`src/rtl/pulse_capture.sv`:
```
// pulse_capture
//   Front-end capture for one lighthouse photodiode envelope channel.
//   Synchronises the asynchronous envelope E, timestamps each rising edge
//   against the shared TIMESTAMP counter, measures the pulse width in CLK
//   cycles and offers one record per accepted pulse on a valid/ready port.
//
// Ports
//   CLK          fabric clock, rising-edge active
//   RESETN       asynchronous active-low reset
//   E            raw sensor envelope (asynchronous)
//   TIMESTAMP    shared free-running counter, synchronous to CLK
//   out_valid    record available
//   out_ready    downstream accepts record when out_valid && out_ready
//   out_ts       TIMESTAMP captured at the rising edge
//   out_width    pulse width in CLK cycles, saturating
//   out_sat      width counter saturated during this pulse
//   drop_count   pulses lost to output overrun, saturating at 255
//   glitch_count pulses shorter than MIN_WIDTH, saturating at 255
module pulse_capture #(
  parameter int unsigned TS_WIDTH   = 24,
  parameter int unsigned WIDTH_BITS = 16,
  parameter int unsigned MIN_WIDTH  = 4
) (
  input  logic                  CLK,
  input  logic                  RESETN,
  input  logic                  E,
  input  logic [TS_WIDTH-1:0]   TIMESTAMP,
  output logic                  out_valid,
  input  logic                  out_ready,
  output logic [TS_WIDTH-1:0]   out_ts,
  output logic [WIDTH_BITS-1:0] out_width,
  output logic                  out_sat,
  output logic [7:0]            drop_count,
  output logic [7:0]            glitch_count
);

  localparam logic [0:0] IDLE = 1'b0;
  localparam logic [0:0] HIGH = 1'b1;

  localparam logic [WIDTH_BITS-1:0] WMAX  = '1;
  localparam logic [WIDTH_BITS-1:0] MIN_W = WIDTH_BITS'(MIN_WIDTH);

  logic                  s1, s2, s3;
  logic [1:0]            fill;
  logic                  armed;
  logic [0:0]            state;
  logic [TS_WIDTH-1:0]   ts_start;
  logic [WIDTH_BITS-1:0] wcnt;
  logic                  sat;

  logic rise, fall;
  logic eval_pulse, accept, slot_free, load, drop, glitch;

  always_comb begin
    rise       = s2 & ~s3;
    fall       = ~s2 & s3;
    eval_pulse = (state == HIGH) && fall;
    accept     = (wcnt >= MIN_W);
    slot_free  = ~out_valid | out_ready;
    load       = eval_pulse & accept & slot_free;
    drop       = eval_pulse & accept & ~slot_free;
    glitch     = eval_pulse & ~accept;
  end

  // Synchroniser plus arming. The reset value of s2 is not a real sample of
  // E, so arming waits until s2 carries a genuine sample (fill[1]) that is
  // low; a pulse already high at reset release is thereby never reported.
  always_ff @(posedge CLK or negedge RESETN) begin
    if (!RESETN) begin
      s1    <= 1'b0;
      s2    <= 1'b0;
      s3    <= 1'b0;
      fill  <= '0;
      armed <= 1'b0;
    end else begin
      s1   <= E;
      s2   <= s1;
      s3   <= s2;
      fill <= {fill[0], 1'b1};
      if (fill[1] && !s2) armed <= 1'b1;
    end
  end

  // Edge-to-edge width measurement.
  always_ff @(posedge CLK or negedge RESETN) begin
    if (!RESETN) begin
      state    <= IDLE;
      ts_start <= '0;
      wcnt     <= '0;
      sat      <= 1'b0;
    end else begin
      case (state)
        IDLE: begin
          if (rise && armed) begin
            ts_start <= TIMESTAMP;
            wcnt     <= WIDTH_BITS'(1);
            sat      <= 1'b0;
            state    <= HIGH;
          end
        end
        HIGH: begin
          if (fall) begin
            state <= IDLE;
          end else if (s2) begin
            if (wcnt == WMAX) sat  <= 1'b1;
            else              wcnt <= wcnt + 1'b1;
          end
        end
        default: state <= IDLE;
      endcase
    end
  end

  // Single-entry output register; a load on the same edge as a consume keeps
  // out_valid high with the new record.
  always_ff @(posedge CLK or negedge RESETN) begin
    if (!RESETN) begin
      out_valid <= 1'b0;
      out_ts    <= '0;
      out_width <= '0;
      out_sat   <= 1'b0;
    end else if (load) begin
      out_valid <= 1'b1;
      out_ts    <= ts_start;
      out_width <= wcnt;
      out_sat   <= sat;
    end else if (out_ready) begin
      out_valid <= 1'b0;
    end
  end

  always_ff @(posedge CLK or negedge RESETN) begin
    if (!RESETN) begin
      drop_count   <= '0;
      glitch_count <= '0;
    end else begin
      if (drop && drop_count != 8'hFF)     drop_count   <= drop_count + 1'b1;
      if (glitch && glitch_count != 8'hFF) glitch_count <= glitch_count + 1'b1;
    end
  end

endmodule

```
`config.mk`:
```
export PLATFORM = sky130hd
export DESIGN_NAME = pulse_capture
export DESIGN_NICKNAME = d
export VERILOG_FILES = /design/src/rtl/pulse_capture.sv
export SDC_FILE = /design/constraint.sdc
export NUM_CORES = 1
export LEC_CHECK = 0
export CAP_MARGIN = 20
export CORE_MARGIN = 2
export CORE_UTILIZATION = 56
export CTS_BUF_LIST = sky130_fd_sc_hd__clkbuf_8 sky130_fd_sc_hd__clkbuf_16
export DETAILED_ROUTE_END_ITERATION = 16
export GPL_ROUTABILITY_DRIVEN = 0
export PLACE_DENSITY = 0.85
export SYNTH_ARGS = -nofsm -noshare
export SYNTH_HDL_FRONTEND = slang
export SYNTH_SLANG_ARGS = --single-unit
```
`constraint.sdc`:
```
create_clock -name CLK -period 5.4 [get_ports CLK]
set_input_delay 1.08 -clock CLK [delete_from_list [all_inputs] [get_ports CLK]]
set_output_delay 1.08 -clock CLK [all_outputs]
set_load 0.05 [all_outputs]
```
==> results.json, run 1 <==
{
  "synth_top_cell_area_share": 0.570,
  "rrSetupSlack_ns": 2.89,
  "combPwrFrac": 0.399,
  "num-fill-cells": 588,
  "critPathSlowestCell": "clkdlybuf4s50_1",
  "grt_overflow": 0,
  "min_period_over_period": 0.510,
  "drt-vias-per-instance": 5.40,
  "grt_max_degree": 69,
  "worstMarginPinSlew_ns": 1.03,
  "portBuffers": 85,
  "drtIter0Drc": 109,
  "cts_root_buf": "clkbuf_8",
  "cap_violations": 0,
  "arrival_ns": 1.68,
  "hold_ws_ns": 0.361,
  "postCtsHoldBufs": 0,
  "dp_hpwl_um": 5700,
  "hold_viol": 0,
  "critPathBufInv": 1,
  "drt_wl_total_um": 8380,
  "rsz0062_at_grt": "no",
  "final_max_slew_viol_count": 0,
  "status": "completed",
  "clock_latency_ns": 0.37,
  "whs_path_depth": 0,
  "drive_above_1_share": 0.232,
  "cts_setup_buffers": 0,
  "die_y_um": 95.2,
  "critPathCaptureType": "output pin",
  "syn_area_per_cell_um2": 14.5,
  "io_pins": 86,
  "powerDensity_mw_per_mm2": 456,
  "cts_tree": "done",
  "relSlewSlack": 0.314,
  "synth_area_leaders": "dfrtp_1 57%, mux2_4 13%, mux2_2 6.3%",
  "routedWlPerCell_um": 16.2,
  "place_ws_ns": 2.40,
  "synthCells": 322,
  "worstSetupStartpointType": "flop",
  "initial_core_util": 0.572,
  "syn_area_mm2": 0.00465,
  "p_switching_uw": 989,
  "ys_seq_area_frac": 0.570,
  "finalNetCount": 440,
  "grt.total_usage": 0.203,
  "vias": 2799,
  "cts_made_buffers": 9,
  "timing.rr.end": "wcnt[10]",
  "hold_path.class": "reg -> reg",
  "p_seq_frac": 0.425,
  "route.detailed.drc": 0,
  "diodes": 0,
  "path_delay_family": "buffers and inverters",
  "leakage_nw": 2.55,
  "synth_fp_nets": 354,
  "die-area_mm2": 0.00906,
  "final_util": 0.701,
  "row_count": 33,
  "cts_resized": 0,
  "setup_viol": 0,
  "ys_seq_elements": 106,
  "clockBufferDepth": 2,
  "setup_ws_ns": 2.64,
  "core_area_mm2": 0.00813,
  "die_w_um": 95.2,
  "swShare": 0.380,
  "max_stage_delay_ns": 0.86,
  "area_growth_pct": 22.4,
  "internal_power_mw": 1.61,
  "vdd_drop_max_mv": 0.312,
  "firstDrtPassIters": 4,
  "fin_skew_ns": 0.0230,
  "reg2reg_depth": 5,
  "crit_fanout": 4,
  "yosysWarningCount": 0,
  "min_to": "s2",
  "setup_tns_ns": 0,
  "antenna_found_initial": 0,
  "grt_pass1_vias": 2936,
  "grt_pass1_wl_um": 14100,
  "period_needed_ns": 2.76,
  "synth_top_area_cell": "dfrtp_1",
  "crit-reg2reg-launch": "state",
  "crit_required_ns": 4.32,
  "synth_cell_types": 43,
  "ant_nets": 0,
  "clkTransAtPathRegs_ns": 0.10,
  "cts.sink_count": 106,
  "fmax_ghz": 0.363,
  "cts_htree_levels": 3,
  "power_frac_clock": 0.176,
  "cp_cell_sequence": "clkdlybuf4s50_1",
  "min_from": "s1",
  "path_class": "reg -> out"
}
power groups by stage:
| stage | sequential, mW | clock, mW | combinational, mW |
|---|---|---|---|
| finish | 1.11 | 0.457 | 1.04 |
| global route | 1.13 | 0.504 | 1.09 |
| CTS | 1.11 | 0.469 | 1.05 |
| detailed placement | 1.12 | 0 | 1.04 |
| global placement | 1.11 | 0 | 1.03 |
| floorplan | 1.51 | 0 | 0.329 |
worst max-delay path by stage:
stage	startpoint	to	slack [ns]	depth (start not counted)
2_1_floorplan	out_ready	drop_count[1]	3.15	3
4_1_cts	glitch_count[6]	glitch_count[6]	2.62	1
3_5_place_dp	out_ready	out_width[0]	2.40	4
5_1_grt	glitch_count[6]	glitch_count[6]	2.58	1
6_report	glitch_count[6]	glitch_count[6]	2.64	1
3_3_place_gp	out_ready	out_width[0]	2.41	4
synthesized netlist by cell type, drive strengths merged:
library cell / number
dfrtp: 106
mux2: 68
xnor2: 25
nor2: 20
nand2: 12
buf: 11
nand3: 11
nor4: 9
nand4: 8
inv: 7
and3: 6
a211oi: 5
ha: 4
o21ai: 4
a21oi: 3
nand2b: 3
nor4b: 3
a31oi: 2
and4: 2
nor3: 2
xor2: 2
a21o: 1
a311oi: 1
and4bb: 1
conb: 1
nor2b: 1
o2111ai: 1
o211ai: 1
o21a: 1
or2b: 1
logic make-up after synthesis:
| kind of cell | Yosys count | share of synthesized area |
|---|---|---|
| AOI/OAI and AO/OA | 19 | 0.0306 |
| xor gates and xnor gates | 27 | 0.0508 |
| adders and majority gates | 4 | 0.0108 |
| buffers and inverters | 18 | 0.0341 |
| DFF | 106 | 0.570 |
| muxes | 68 | 0.197 |
| other | 1 | 0.000806 |
| and+or+nand+nor | 79 | 0.106 |
sequential cells by signal, indices dropped and copies added, names as in the netlist, 2 cells and up:
register	flops
wcnt	16
out_ts	24
ts_start	24
glitch_count	8
out_width	16
drop_count	8
fill	2
routing by layer:
metal | track usage | up-vias | part of all wire | routed length (µm)
li1 | - | 1310 | - | -
met5 | 0 | - | 0 | 0
met4 | 0.0688 | 0 | 0.016 | 135
met2 | 0.325 | 58 | 0.50 | 4170
met3 | 0.0458 | 10 | 0.036 | 300
met1 | 0.275 | 1421 | 0.45 | 3770
layout by cell type (no fill, tap or decap), types with 2 or more instances in the layout:
cell type and instances:
ha_1 4, nor2_1 20, inv_1 8, mux2_1 2
nand2b_1 2, and3_1 5, mux2_4 40, a31oi_1 2
clkbuf_8 11, buf_4 2, xnor2_1 25, xor2_1 2
a211oi_1 5, nand4_1 7, and4_1 2, clkinv_4 2
nand3_1 10, nand2_1 12, nor3_1 2, o21ai_0 3
nor4_2 3, a21oi_1 3, mux2_2 26, nor4_1 5
dfrtp_1 106, clkdlybuf4s50_1 84
layout make-up:
class                   instances  area (µm²)  share of cell area
clock buffers                  11         151              0.0266
clock inverters                 5        37.5             0.00659
inverters                       7        26.3             0.00461
multi-input cells             198        1840               0.323
flip-flops and latches        106        2650               0.466
well taps                     105         131              0.0231
repair buffers                 86         856               0.150
through the flow:
stage / power, mW / cells / cell area [µm²]
finish: 2.60 / 518 / 5700
global route: 2.73 / 518 / 5700
CTS: 2.63 / 518 / 5700
detailed placement: 2.17 / 502 / 5510
global placement: 2.14 / 502 / 5510
floorplan: 1.84 / 322 / 4650
Power figures use the tool's default switching activity.
==> inputs of run 2 (changes only) <==
CORE_UTILIZATION = 52   (was 56)
PLACE_DENSITY = 0.79   (was 0.85)
clock period = 2.8 ns   (was 5.4 ns; I/O delays follow)
==> run 2 against run 1 <==
Net effect:
- global-route usage fell by 2.8 points
- critical endpoint is now out_ts[12]
- die area up 7.4%
- combinational power up 92%
- register-to-register slack got worse by 2.4 ns
- cell count rose by 0.97%
- sequential share of layout area fell by 0.27 points
- core utilization fell by 4.3 points
- clock power increased by 87%
- flip-flop and latch count stayed put
- clock-buffer cell count down 2
- routed wire length shrank 4.3%
- first-iteration DRC count increased by 14%
==> results.json, run 2 (synthesis gave the netlist of run 1 again) <==
{
  "cts_setup_buffers": 0,
  "critPathSlowestCell": "dfrtp_1",
  "dp_hpwl_um": 5550,
  "die-area_mm2": 0.00972,
  "vias": 2752,
  "status": "completed",
  "period_needed_ns": 2.26,
  "top_usage_layer": "met2",
  "num-fill-cells": 656,
  "cap_violations": 0,
  "postCtsHoldBufs": 0,
  "io_pins": 86,
  "min_period_over_period": 0.809,
  "cts_tree": "done",
  "drtIter0Drc": 124,
  "routedWlPerCell_um": 15.3,
  "path_class": "reg -> reg",
  "grt_pass1_vias": 2754,
  "core_area_mm2": 0.00872,
  "setup_viol": 0,
  "final_cell_mix": "106 x dfrtp_1, 84 x clkdlybuf4s50_1, 40 x mux2_4",
  "grt_util_met2": 0.271,
  "antenna_found_initial": 0,
  "grt_overflow": 0,
  "route.detailed.drc": 0,
  "leakage_nw": 2.56,
  "finalNetCount": 442,
  "crit_required_ns": 3.05,
  "clockBufferDepth": 2,
  "cts_made_buffers": 9,
  "setup_tns_ns": 0,
  "die_y_um": 98.6,
  "final_max_slew_viol_count": 0,
  "drive_above_1_share": 0.239,
  "grt_max_degree": 70,
  "path_delay_family": "simple AND/OR/NAND/NOR gates",
  "hold_viol": 0,
  "critPathBufInv": 1,
  "portBuffers": 85,
  "drt-vias-per-instance": 5.26,
  "hold_ws_ns": 0.145,
  "hold_path.class": "in -> async",
  "critPathCaptureType": "flop",
  "drt_wl_total_um": 8020,
  "cts_resized": 0,
  "row_count": 34,
  "fmax_ghz": 0.442,
  "die_w_um": 98.6,
  "area_growth_pct": 23.1,
  "cts_root_buf": "clkbuf_8",
  "grt.total_usage": 0.174,
  "cts.sink_count": 106,
  "diodes": 0,
  "ant_nets": 0,
  "clock_latency_ns": 0.36,
  "final_common_cell": "dfrtp_1",
  "vdd_drop_max_mv": 0.549,
  "arrival_ns": 2.51,
  "worstMarginPinSlew_ns": 0.569,
  "p_total_mw": 4.99,
  "max_stage_delay_ns": 0.48,
  "clkTransAtPathRegs_ns": 0.10,
  "grt_use_met1": 0.239,
  "cts_htree_levels": 3,
  "final_util": 0.657,
  "top_regs": "out_ts x24, ts_start x24",
  "firstDrtPassIters": 4,
  "crit_fanout": 32,
  "powerDensity_mw_per_mm2": 870,
  "rsz0062_at_grt": "no",
  "fin_skew_ns": 0.00883,
  "use_met3": 0.0397,
  "cp_cell_sequence": "nor4_2 -> nand4_2 -> nand2b_1 -> nand2b_4 -> buf_12 -> mux2_4",
  "initial_core_util": 0.534,
  "worstSetupStartpointType": "flop",
  "relSlewSlack": 0.620,
  "grt_pass1_wl_um": 13500
}
[run 2: cell type report]
class                      count  area, µm²  area share
timing repair buffer          88        896       0.156
clock buffer                   9        124      0.0216
clock inverter                 7       55.1     0.00960
multi-input combinational    198       1840       0.322
tap                          108        135      0.0236
sequential                   106       2650       0.463
inverter                       7       26.3     0.00458
[run 2: path summary, 6_finish.rpt]
check,start,end,slack (ns),depth (start not counted)
worst max-delay path,wcnt[9],out_ts[12],0.54,6
max in group asynchronous,RESETN,out_width[8],1.93,2
worst min-delay path,RESETN,ts_start[8],0.14,1
worst max register to register,wcnt[9],out_ts[12],0.54,6
min in group CLK,fill[0],fill[1],0.36,0
worst min register to register,fill[0],fill[1],0.36,0
[run 2: routing by layer]
metal / up-vias / routed length [µm] / part of all wire
met3: 11 / 305 / 0.038
li1: 1308 / - / -
met5: - / 0 / 0
met2: 60 / 3850 / 0.48
met4: 0 / 142 / 0.018
met1: 1373 / 3720 / 0.46
[run 2: power by group]
group	internal, mW	leakage, nW	switching [mW]	total (mW)
sequential	1.88	1.35	0.250	2.13
combinational	0.856	1.12	1.15	2.00
clock	0.329	0.0794	0.526	0.855
total	3.07	2.56	1.92	4.99
[run 2: per-stage QoR]
step	setup slack, ns	instance area, µm²	std cells
6_report	0.536	5730	523
5_1_grt	0.422	5730	523
4_1_cts	0.508	5730	523
3_5_place_dp	0.472	5550	507
3_3_place_gp	0.511	5550	507
2_1_floorplan	0.844	4650	322
==> inputs of run 3 (changes only) <==
clock period = 2.3 ns   (was 2.8 ns; I/O delays follow)
==> run 3 against run 2 <==
Net effect:
- global-route usage is 1.1 points higher
- flip-flop and latch count unchanged
- clock-buffer cell count unchanged
- sequential share of layout area decreased by 0.41 points
- routed wire length is 6.7% higher
- cell area increased by 0.90%
- via count increased by 3.7%
- register-to-register slack got worse by 0.28 ns
- die area stayed put
- combinational power is 25% higher
- worst setup slack worse by 0.38 ns
- cell count rose by 1.1%
- largest cell class unchanged
==> results.json, run 3 (synthesis gave the netlist of run 1 again) <==
{
  "clockBufferDepth": 2,
  "grt_pass1_wl_um": 14500,
  "clock_latency_ns": 0.36,
  "status": "completed",
  "min_period_over_period": 0.930,
  "grt_overflow": 0,
  "internal_power_mw": 3.77,
  "powerDensity_mw_per_mm2": 1060,
  "final_common_cell": "dfrtp_1",
  "p_seq_frac": 0.420,
  "cts_resized": 0,
  "cts.sink_count": 106,
  "final_cell_mix": "106 x dfrtp_1, 84 x clkdlybuf4s50_1, 40 x mux2_4",
  "crit_fanout": 6,
  "clkTransAtPathRegs_ns": 0.10,
  "core_area_mm2": 0.00872,
  "grt_pass1_vias": 2891,
  "arrival_ns": 1.68,
  "startpoint": "drop_count[0]",
  "diodes": 0,
  "fin_skew_ns": 0.0123,
  "design_area_mm2": 0.00578,
  "final_max_slew_viol_count": 0,
  "cp.depth": 1,
  "cts_tree": "done",
  "drt_wl_total_um": 8560,
  "max_stage_delay_ns": 0.85,
  "dr_wl_met2_um": 4220,
  "hold_path.class": "reg -> reg",
  "rrSetupSlack_ns": 0.26,
  "reg2reg_depth": 6,
  "period_needed_ns": 2.14,
  "worstSetupStartpointType": "flop",
  "critPathBufInv": 1,
  "hold_viol": 0,
  "timing.rr.end": "out_width[0]",
  "cts_made_buffers": 9,
  "swShare": 0.387,
  "io_pins": 86,
  "die_y_um": 98.6,
  "routedWlPerCell_um": 16.2,
  "cap_violations": 0,
  "drt-vias-per-instance": 5.39,
  "crit_required_ns": 1.84,
  "leakage_nw": 2.60,
  "grt.total_usage": 0.185,
  "place_area_mm2": 0.00559,
  "cts_root_buf": "clkbuf_8",
  "cp_cell_sequence": "clkdlybuf4s50_1",
  "grt_max_degree": 53,
  "path_delay_family": "buffers and inverters",
  "vdd_drop_max_mv": 0.813,
  "power_frac_clock": 0.176,
  "critPathCaptureType": "output pin",
  "wl_met1_um": 3850,
  "dp_hpwl_um": 5920,
  "relSlewSlack": 0.588,
  "top_regs": "out_ts x24, ts_start x24",
  "die-area_mm2": 0.00972,
  "rsz0062_at_grt": "no",
  "firstDrtPassIters": 5,
  "setup_viol": 0,
  "wl_met3_um": 358,
  "min_from": "s1",
  "cts_htree_levels": 3,
  "drtIter0Drc": 100,
  "top_layer": "met4",
  "endpoint": "drop_count[0]",
  "p_switching_mw": 2.38,
  "die_w_um": 98.6,
  "antenna_found_initial": 0,
  "setup_tns_ns": 0,
  "critPathSlowestCell": "clkdlybuf4s50_1",
  "ant_nets": 0,
  "fmax_ghz": 0.467,
  "drive_above_1_share": 0.247,
  "route.detailed.drc": 0,
  "area_growth_pct": 24.2,
  "vias": 2853,
  "finalNetCount": 448,
  "portBuffers": 85,
  "crit-reg2reg-launch": "wcnt[12]",
  "row_count": 34,
  "combPwrFrac": 0.404,
  "initial_core_util": 0.534,
  "path_class": "reg -> out",
  "worstMarginPinSlew_ns": 0.613
}
-- run 3: final cells by class --
type                    instances  area (µm²)
fillers                       637        2940
flip-flops and latches        106        2650
multi-input cells             198        1840
repair buffers                 94         943
well taps                     108         135
clock buffers                   9         124
clock inverters                 7        58.8
inverters                       7        26.3
-- run 3: worst min path at each step --
stage / end / slack [ns] / cells after the start
global placement: s2 / 0.33 / 0
global route: s2 / 0.37 / 0
floorplan: armed / 0.16 / 0
detailed placement: s2 / 0.33 / 0
CTS: s2 / 0.36 / 0
finish: s2 / 0.37 / 0
-- run 3: stage by stage --
stage               worst slack [ns]  utilization  total power, mW  hold WS, ns  instances
floorplan                      0.344            -             4.31        0.164        322
global placement               0.207        0.641             5.07        0.333        512
detailed placement             0.179        0.641             5.12        0.335        512
CTS                            0.138        0.663             6.22        0.364        529
global route                   0.105        0.663             6.43        0.371        529
finish                         0.161        0.663             6.15        0.367        529
-- run 3: layer usage --
layer | vias to the layer above | track usage
met5 | - | 0
met1 | 1451 | 0.253
met4 | 0 | 0.0653
met3 | 12 | 0.0326
li1 | 1314 | -
met2 | 76 | 0.302
-- run 3: power by group through the flow --
stage	sequential, mW	clock, mW	combinational [mW]
6_report	2.58	1.08	2.49
5_1_grt	2.64	1.18	2.61
4_1_cts	2.59	1.12	2.51
3_5_place_dp	2.61	0	2.51
3_3_place_gp	2.60	0	2.47
2_1_floorplan	3.54	0	0.772
-- run 3: timing repair --
item                      4_1_cts  5_1_grt
buffers inserted                0        0
hold endpoints to repair       22        0
hold buffers                    1        0
